## src/rtl/shift_seq_unit.sv

```systemverilog
// Multi-cycle shifter: loads an operand, then shifts one bit per clock until the amount is used up.
// Optional rotate-right support is compiled in with SHIFT_SEQ_ROTATE_EN.
module shift_seq_unit #(
    parameter int unsigned WIDTH = 32
) (
    input  logic                     clk,
    input  logic                     reset,
    input  logic                     start,
    input  logic [1:0]               src_sel,
    input  logic                     amt_sel,
    input  logic [1:0]               op,
    input  logic [WIDTH-1:0]         in_regA,
    input  logic [WIDTH-1:0]         in_regB,
    input  logic [WIDTH-1:0]         in_immed,
    input  logic [$clog2(WIDTH)-1:0] shamt,
    output logic [WIDTH-1:0]         result,
    output logic                     busy,
    output logic                     done
);

    localparam int unsigned AW = $clog2(WIDTH);

    localparam logic [1:0] OP_SLL = 2'b00;
    localparam logic [1:0] OP_SRL = 2'b01;
    localparam logic [1:0] OP_SRA = 2'b10;
    localparam logic [1:0] OP_ROR = 2'b11;

    typedef enum logic [1:0] {
        IDLE  = 2'b00,
        SHIFT = 2'b01,
        DONE  = 2'b10
    } state_t;

    state_t          state;
    logic [AW-1:0]   count;
    logic [1:0]      op_q;

    logic [WIDTH-1:0] operand_c;
    logic [AW-1:0]    amount_c;
    logic [WIDTH-1:0] step_c;

    // Operand and amount selection for the accepting edge
    always_comb begin
        operand_c = result;
        case (src_sel)
            2'b00:   operand_c = in_regA;
            2'b01:   operand_c = in_regB;
            2'b10:   operand_c = in_immed;
            default: operand_c = result;
        endcase

        amount_c = amt_sel ? in_regB[AW-1:0] : shamt;
`ifndef SHIFT_SEQ_ROTATE_EN
        // Without rotate support an ROR request degenerates to a plain load
        if (op == OP_ROR) begin
            amount_c = AW'(0);
        end
`endif
    end

    // One-bit step of the latched operation
    always_comb begin
        step_c = result;
        case (op_q)
            OP_SLL:  step_c = {result[WIDTH-2:0], 1'b0};
            OP_SRL:  step_c = {1'b0, result[WIDTH-1:1]};
            OP_SRA:  step_c = {result[WIDTH-1], result[WIDTH-1:1]};
`ifdef SHIFT_SEQ_ROTATE_EN
            OP_ROR:  step_c = {result[0], result[WIDTH-1:1]};
`endif
            default: step_c = result;
        endcase
    end

    // Sequencer with registered busy/done
    always_ff @(posedge clk or negedge reset) begin
        if (!reset) begin
            state  <= IDLE;
            result <= '0;
            count  <= '0;
            op_q   <= OP_SLL;
            busy   <= 1'b0;
            done   <= 1'b0;
        end else begin
            case (state)
                IDLE, DONE: begin
                    if (start) begin
                        result <= operand_c;
                        count  <= amount_c;
                        op_q   <= op;
                        state  <= SHIFT;
                        busy   <= 1'b1;
                        done   <= 1'b0;
                    end else begin
                        state  <= IDLE;
                        busy   <= 1'b0;
                        done   <= 1'b0;
                    end
                end
                SHIFT: begin
                    if (count != AW'(0)) begin
                        result <= step_c;
                        count  <= count - AW'(1);
                    end else begin
                        state  <= DONE;
                        busy   <= 1'b0;
                        done   <= 1'b1;
                    end
                end
                default: begin
                    state <= IDLE;
                    busy  <= 1'b0;
                    done  <= 1'b0;
                end
            endcase
        end
    end

endmodule

```

## config.mk

```make
export PLATFORM = sky130hd
export DESIGN_NAME = shift_seq_unit
export DESIGN_NICKNAME = d
export VERILOG_FILES = /design/src/rtl/shift_seq_unit.sv
export SDC_FILE = /design/constraint.sdc
export NUM_CORES = 1
export LEC_CHECK = 0
export CORE_MARGIN = 5
export CORE_UTILIZATION = 42
export CTS_BUF_LIST = sky130_fd_sc_hd__clkbuf_16
export DETAILED_ROUTE_END_ITERATION = 8
export MAX_ROUTING_LAYER = met4
export PLACE_DENSITY = 0.89
export SLEW_MARGIN = 0
export SYNTH_ARGS = -nofsm -noshare
export SYNTH_HDL_FRONTEND = slang
export SYNTH_SLANG_ARGS = --single-unit
```

## constraint.sdc

```tcl
create_clock -name clk -period 2.7 [get_ports clk]
set_input_delay 0.54 -clock clk [delete_from_list [all_inputs] [get_ports clk]]
set_output_delay 0.54 -clock clk [all_outputs]
set_load 0.05 [all_outputs]
```

### Yosys cells after proc, flatten, opt, wreduce, memory -nomap -nowiden

Index checks and enable logic that the tools add are counted.

* muxes and demuxes: 18
* add/sub/neg operators: 1
* reductions and logical operators: 10
* eq/ne operators: 14

Operators with widths (number)
* 32-bit case mux with 3 select lines: 2
* 32-bit 2-to-1 mux: 2
* 32-bit case mux with 2 select lines: 1
* 5-bit 2-to-1 mux: 4
* 5-bit case mux with 2 select lines: 1
* 2-bit equality test, second input constant: 4
* 2-bit inequality test, second input constant: 4
* 4-bit by 1-bit inequality test with 1-bit output, second input constant: 2
* 2-bit by 1-bit equality test with 1-bit output, second input constant: 3
* 2-bit zero test: 3
* 6-bit AND reduction: 1
* 1-bit 2-to-1 mux: 5
* 5-bit AND reduction: 1
* 5-bit nonzero test: 1
* 5-bit by 1-bit subtractor with 5-bit output, second input constant: 1
* 2-bit case mux with 2 select lines: 1
* 3-bit by 1-bit inequality test with 1-bit output, second input constant: 1
* 3-bit AND reduction: 1
* 2-bit 2-to-1 mux: 1
* 1-bit case mux with 2 select lines: 1
* 2-bit AND reduction: 1
* 2-bit nonzero test: 1
* 2-bit OR reduction: 1

* register bits after elaboration: 43
* output and inout bits: 34

### Longest topological paths before layout

* depth in word-level cells: 4
* gate-level depth with buffers: 8

### Least setup slack after synthesis

OpenSTA, ideal clock, no wires.

* path kind: in2reg
* from: input port src_sel[0]
* to: register result[0]
* data required time: 2575 ps
* setup slack: 486 ps
* arrival: 2089 ps
* stages on the path: 8
* cells stage by stage: inv_1 -> ha_1 -> clkbuf_1 -> or4_1 -> o41ai_1 -> nor2_2 -> buf_6 -> mux2_4

* longest elaborated chain between the ends: 4
* elaborated cells between the ends (all ways): 8
* classes of those cells: eq/ne (3); mux (3); reduce/logical (2)

Ends and longest elaborated chain
* start: declaration: line 9 `input logic [1:0] src_sel,`
* 2-bit equality test (tied with other cells): line 45 `case (src_sel)`
* 32-bit case mux with 3 select lines: line 45
* 32-bit 2-to-1 mux: line 87 `if (start) begin`
* 32-bit case mux with 2 select lines: line 85 `case (state)`
* end signal: assignment: line 88 `result <= operand_c;`
* end signal: assignment: line 102 `result <= step_c;`
* end: declaration: line 16 `output logic [WIDTH-1:0] result,`

Parallel ways exist; a longest one is shown, timed or not. The select of a mux whose other input is x is not followed.
A chain may end at the register's enable or synchronous reset.

### Worst setup path in the final report

* from: input port src_sel[0]
* to: register result[8]

The elaborated chain is that of the path after synthesis.

==> PnR_summary.wiki <==
{| class="wikitable"
! Metric !! Value
|-
| Multiplexer area fraction after synthesis || 18.02%
|-
| Type of the worst setup path || input port to flip-flop
|-
| Post-synthesis compound-gate area fraction || 31.06%
|-
| Highest fanout seen on the critical path || 16
|-
| Number of distinct standard cells referenced by the synthesized netlist || 36
|-
| Share of the clock period used by the worst path || 88.93%
|-
| Detailed-router iteration count before antenna repair || 4
|-
| Minimum period implied by the final worst setup slack || 2.401 ns
|-
| Global placer's final weighted congestion || 0.8036
|-
| Iteration-0 DRC count of the detailed router || 150
|-
| Later-pin clock latency in the skew report || 0.28 ns
|-
| Setup violators final || 0
|-
| Proportion of layout cells with a drive suffix above 1 || 14.55%
|-
| Final setup skew || 0.005341 ns
|-
| Leading register cell type out of synthesis || sky130_fd_sc_hd__dfrtp_1
|-
| Worst hold slack || 0.3834 ns
|-
| Peak clock frequency supported by timing || 416.5 MHz
|-
| CP Launch Type || input port
|-
| Hold Fails Final Rpt || 0
|-
| Switching power total || 2.496 mW
|-
| Drt drc || 0
|-
| Horizontal die dimension || 94.31 um
|-
| Launch point of the worst path || src_sel[0]
|-
| Cell internal power dissipation || 3.039 mW
|-
| Worst Setup End Kind || flip-flop
|-
| Fillcell total || 531
|-
| I/O pins || 143
|-
| Top cell type by total area after synthesis || sky130_fd_sc_hd__dfrtp_1
|-
| Post-Synthesis Net Count || 410
|-
| Setup repair after global routing missed its margin || false
|-
| Inserted Diodes || 0
|-
| Count of flip-flops with a built-in enable after synthesis || 0
|-
| Global-route total usage across every layer || 22.55%
|-
| Post-synthesis instance area || 2985 um2
|-
| Level count of the clock H-tree || 2
|-
| Synthesized netlist cell count || 294
|-
| TritonCTS clock tree || built
|-
| Synthesized-area fraction occupied by adder cells || 2.934%
|-
| Area of the core || 6869 um2
|-
| Headroom to the max-slew limit || 40.06%
|-
| DP Wirelength || 7365 um
|-
| Clock sink total || 41
|-
| Number of global-route vias before repair || 3085
|-
| Largest net degree at the start of global routing || 42
|-
| Signal arrival time at the worst endpoint || 2.56 ns
|-
| Flop pwr share || 21.6%
|-
| XOR/XNOR Fraction of Synth Area || 0%
|-
| Effective utilization at floorplan || 43.46%
|-
| Leading cell types by total area after synthesis || sky130_fd_sc_hd__dfrtp_1 (34%), sky130_fd_sc_hd__mux2_4 (15%), sky130_fd_sc_hd__a221o_1 (10%)
|-
| Total Routed Length || 9847 um
|-
| Proportion of synthesized flip-flops having asynchronous set or reset || 100.0%
|-
| Startpoint of the most critical register-to-register path || count[0]
|-
| WL/cell || 18.86 um
|-
| Cell Pwr Density || 1181 nW/um2
|-
| Clock buffer count from CTS || 5
|-
| Switching share of power || 45.09%
|-
| Number of storage elements in the synthesis netlist || 41
|-
| VDD IR max || 0.5352 mV
|-
| First-pass GRT wire length || 15470 um
|-
| Final design area excluding fillers || 4687 um2
|-
| Area growth from synthesis to final layout || 57.00%
|-
| Least-Margin Pin Slew || 0.8990 ns
|-
| Total leakage power || 1.923 nW
|-
| Post-CTS Resized || 0
|-
| Synthesis warning total || 0
|-
| NumNets Final || 541
|-
| Remaining antenna violation count || 0
|-
| Type of the tightest min-delay check || input port to async pin
|-
| Vias per std cell || 5.759
|-
| Worst reg-to-reg path cell count || 7
|-
| Data required time at the worst endpoint || 2.86 ns
|-
| Max-slew violation total from the final report || 0
|-
| Run status || completed
|-
| Total grt overflow || 0
|-
| CTS max path bufs || 2
|-
| Power share of the clock group || 10.2%
|-
| Simple logic cell fraction of the synthesized area || 8.131%
|-
| Max-cap violation count || 0
|-
| Number of buffers inserted by post-CTS setup repair || 0
|-
| Share of the yosys chip area belonging to registers || 34.37%
|-
| Total placed instance area || 4544 um2
|-
| Antenna violations before repair || 0
|-
| Root Buffer Master || sky130_fd_sc_hd__clkbuf_16
|-
| Number of port buffers || 142
|-
| Number of hold buffers added after CTS || 0
|-
| Clock slew seen by the registers of the worst setup and hold paths || 0.06 ns
|-
| TNS Setup || 0 ns
|-
| Die Y-Extent || 94.31 um
|-
| Dominant combinational cell family by area after synthesis || compound AO/OA/AOI/OAI gates
|-
| Die area || 8894 um2
|-
| Top-area cell type share of the netlist area || 34.37%
|-
| Number of core rows || 30
|-
| Synthesized area per cell || 10.15 um2
|-
| Logic gate share of total power || 68.2%
|-
| Via count of the routed design || 3006
|}
## worst max-delay path: stages
cell,delay [ns]
sky130_fd_sc_hd__clkdlybuf4s50_1,0.48
sky130_fd_sc_hd__inv_1,0.06
sky130_fd_sc_hd__ha_1,0.20
sky130_fd_sc_hd__or4_1,0.55
sky130_fd_sc_hd__o41ai_1,0.14
sky130_fd_sc_hd__nor2_4,0.09
sky130_fd_sc_hd__buf_12,0.19
sky130_fd_sc_hd__mux2_4,0.31
## power by group through the flow
stage                     registers [mW]  logic, mW  clock network (mW)
after floorplan                     1.79       2.06                   0
after global placement              1.17       3.65                   0
after detailed placement            1.19       3.76                   0
after CTS                           1.19       3.78               0.572
after global routing                1.23       3.99               0.602
final                               1.19       3.78               0.565
## registers in the layout, indices dropped and copies added (netlist names)
name,count
result,32
op_q,2
state,2
count,5
## synth_stat cells, drive strengths merged, types with 2 or more instances
cell type,count
ha,7
mux2i,2
dfrtp,41
a31oi,2
a221o,30
a21oi,7
nand2,3
nor2b,2
inv,7
clkbuf,24
a22oi,32
buf,6
o21ai,7
nand2b,2
a211oi,31
mux2,36
nor2,42
## cells by family (layout without fill, tap and decap cells)
family	after synthesis	in the layout
adders and majority gates	7	7
buffers and inverters	37	169
and+or+nand+nor	55	55
muxes	38	38
DFF	41	41
AOI/OAI and AO/OA	116	116
## final cells by class
cell class              instances  area, um2  area share [%]
repair buffers                154       1556           33.21
clock inverters                 3      17.52          0.3737
inverters                       7      26.28          0.5606
well taps                      96      120.1           2.563
flip-flops and latches         41       1026           21.89
multi-input cells             216       1815           38.73
clock buffers                   5      125.1           2.670
## metal layers
metal | vias up | wire length (um) | share of wire (%) | track usage [%]
li1 | 1422 | - | - | -
met1 | 1463 | 4034 | 41 | 27.99
met2 | 114 | 5146 | 52 | 39.72
met3 | 7 | 626 | 6.4 | 3.606
met4 | 0 | 40 | 0.41 | 2.888
met5 | - | 0 | 0 | -
## layout by cell type, fill, tap and decap left out, types with 2 or more instances in the layout
cell                              count
sky130_fd_sc_hd__mux2_2               5
sky130_fd_sc_hd__mux2_4              30
sky130_fd_sc_hd__buf_4                8
sky130_fd_sc_hd__inv_1                7
sky130_fd_sc_hd__nor2_2               2
sky130_fd_sc_hd__a31oi_1              2
sky130_fd_sc_hd__a211oi_1            31
sky130_fd_sc_hd__a21oi_1              6
sky130_fd_sc_hd__a221o_1             30
sky130_fd_sc_hd__mux2i_1              2
sky130_fd_sc_hd__nor2_1              39
sky130_fd_sc_hd__o21ai_0              7
sky130_fd_sc_hd__buf_12               4
sky130_fd_sc_hd__nand2b_1             2
sky130_fd_sc_hd__a22oi_1             32
sky130_fd_sc_hd__ha_1                 6
sky130_fd_sc_hd__clkdlybuf4s50_1    141
sky130_fd_sc_hd__nand2_1              3
sky130_fd_sc_hd__dfrtp_1             41
sky130_fd_sc_hd__clkbuf_16            5
## path summary, 6_finish.rpt
path / end / slack, ns
min in group clk: count[1] / 0.54
max in group asynchronous: result[17] / 1.75
worst max-delay path: result[8] / 0.30
worst min-delay path: result[4] / 0.38
worst min register to register: count[1] / 0.54
worst max register to register: result[8] / 0.52
## through the flow
step / setup WS [ns] / util [%] / instances / power, mW
floorplan: 0.4861 / - / 294 / 3.843
global placement: 0.04782 / 66.16 / 514 / 4.825
detailed placement: 0.02150 / 66.16 / 514 / 4.950
CTS: 0.3035 / 68.23 / 522 / 5.544
global route: 0.2636 / 68.23 / 522 / 5.824
finish: 0.2988 / 68.23 / 522 / 5.535
Power figures use the tool's default switching activity.
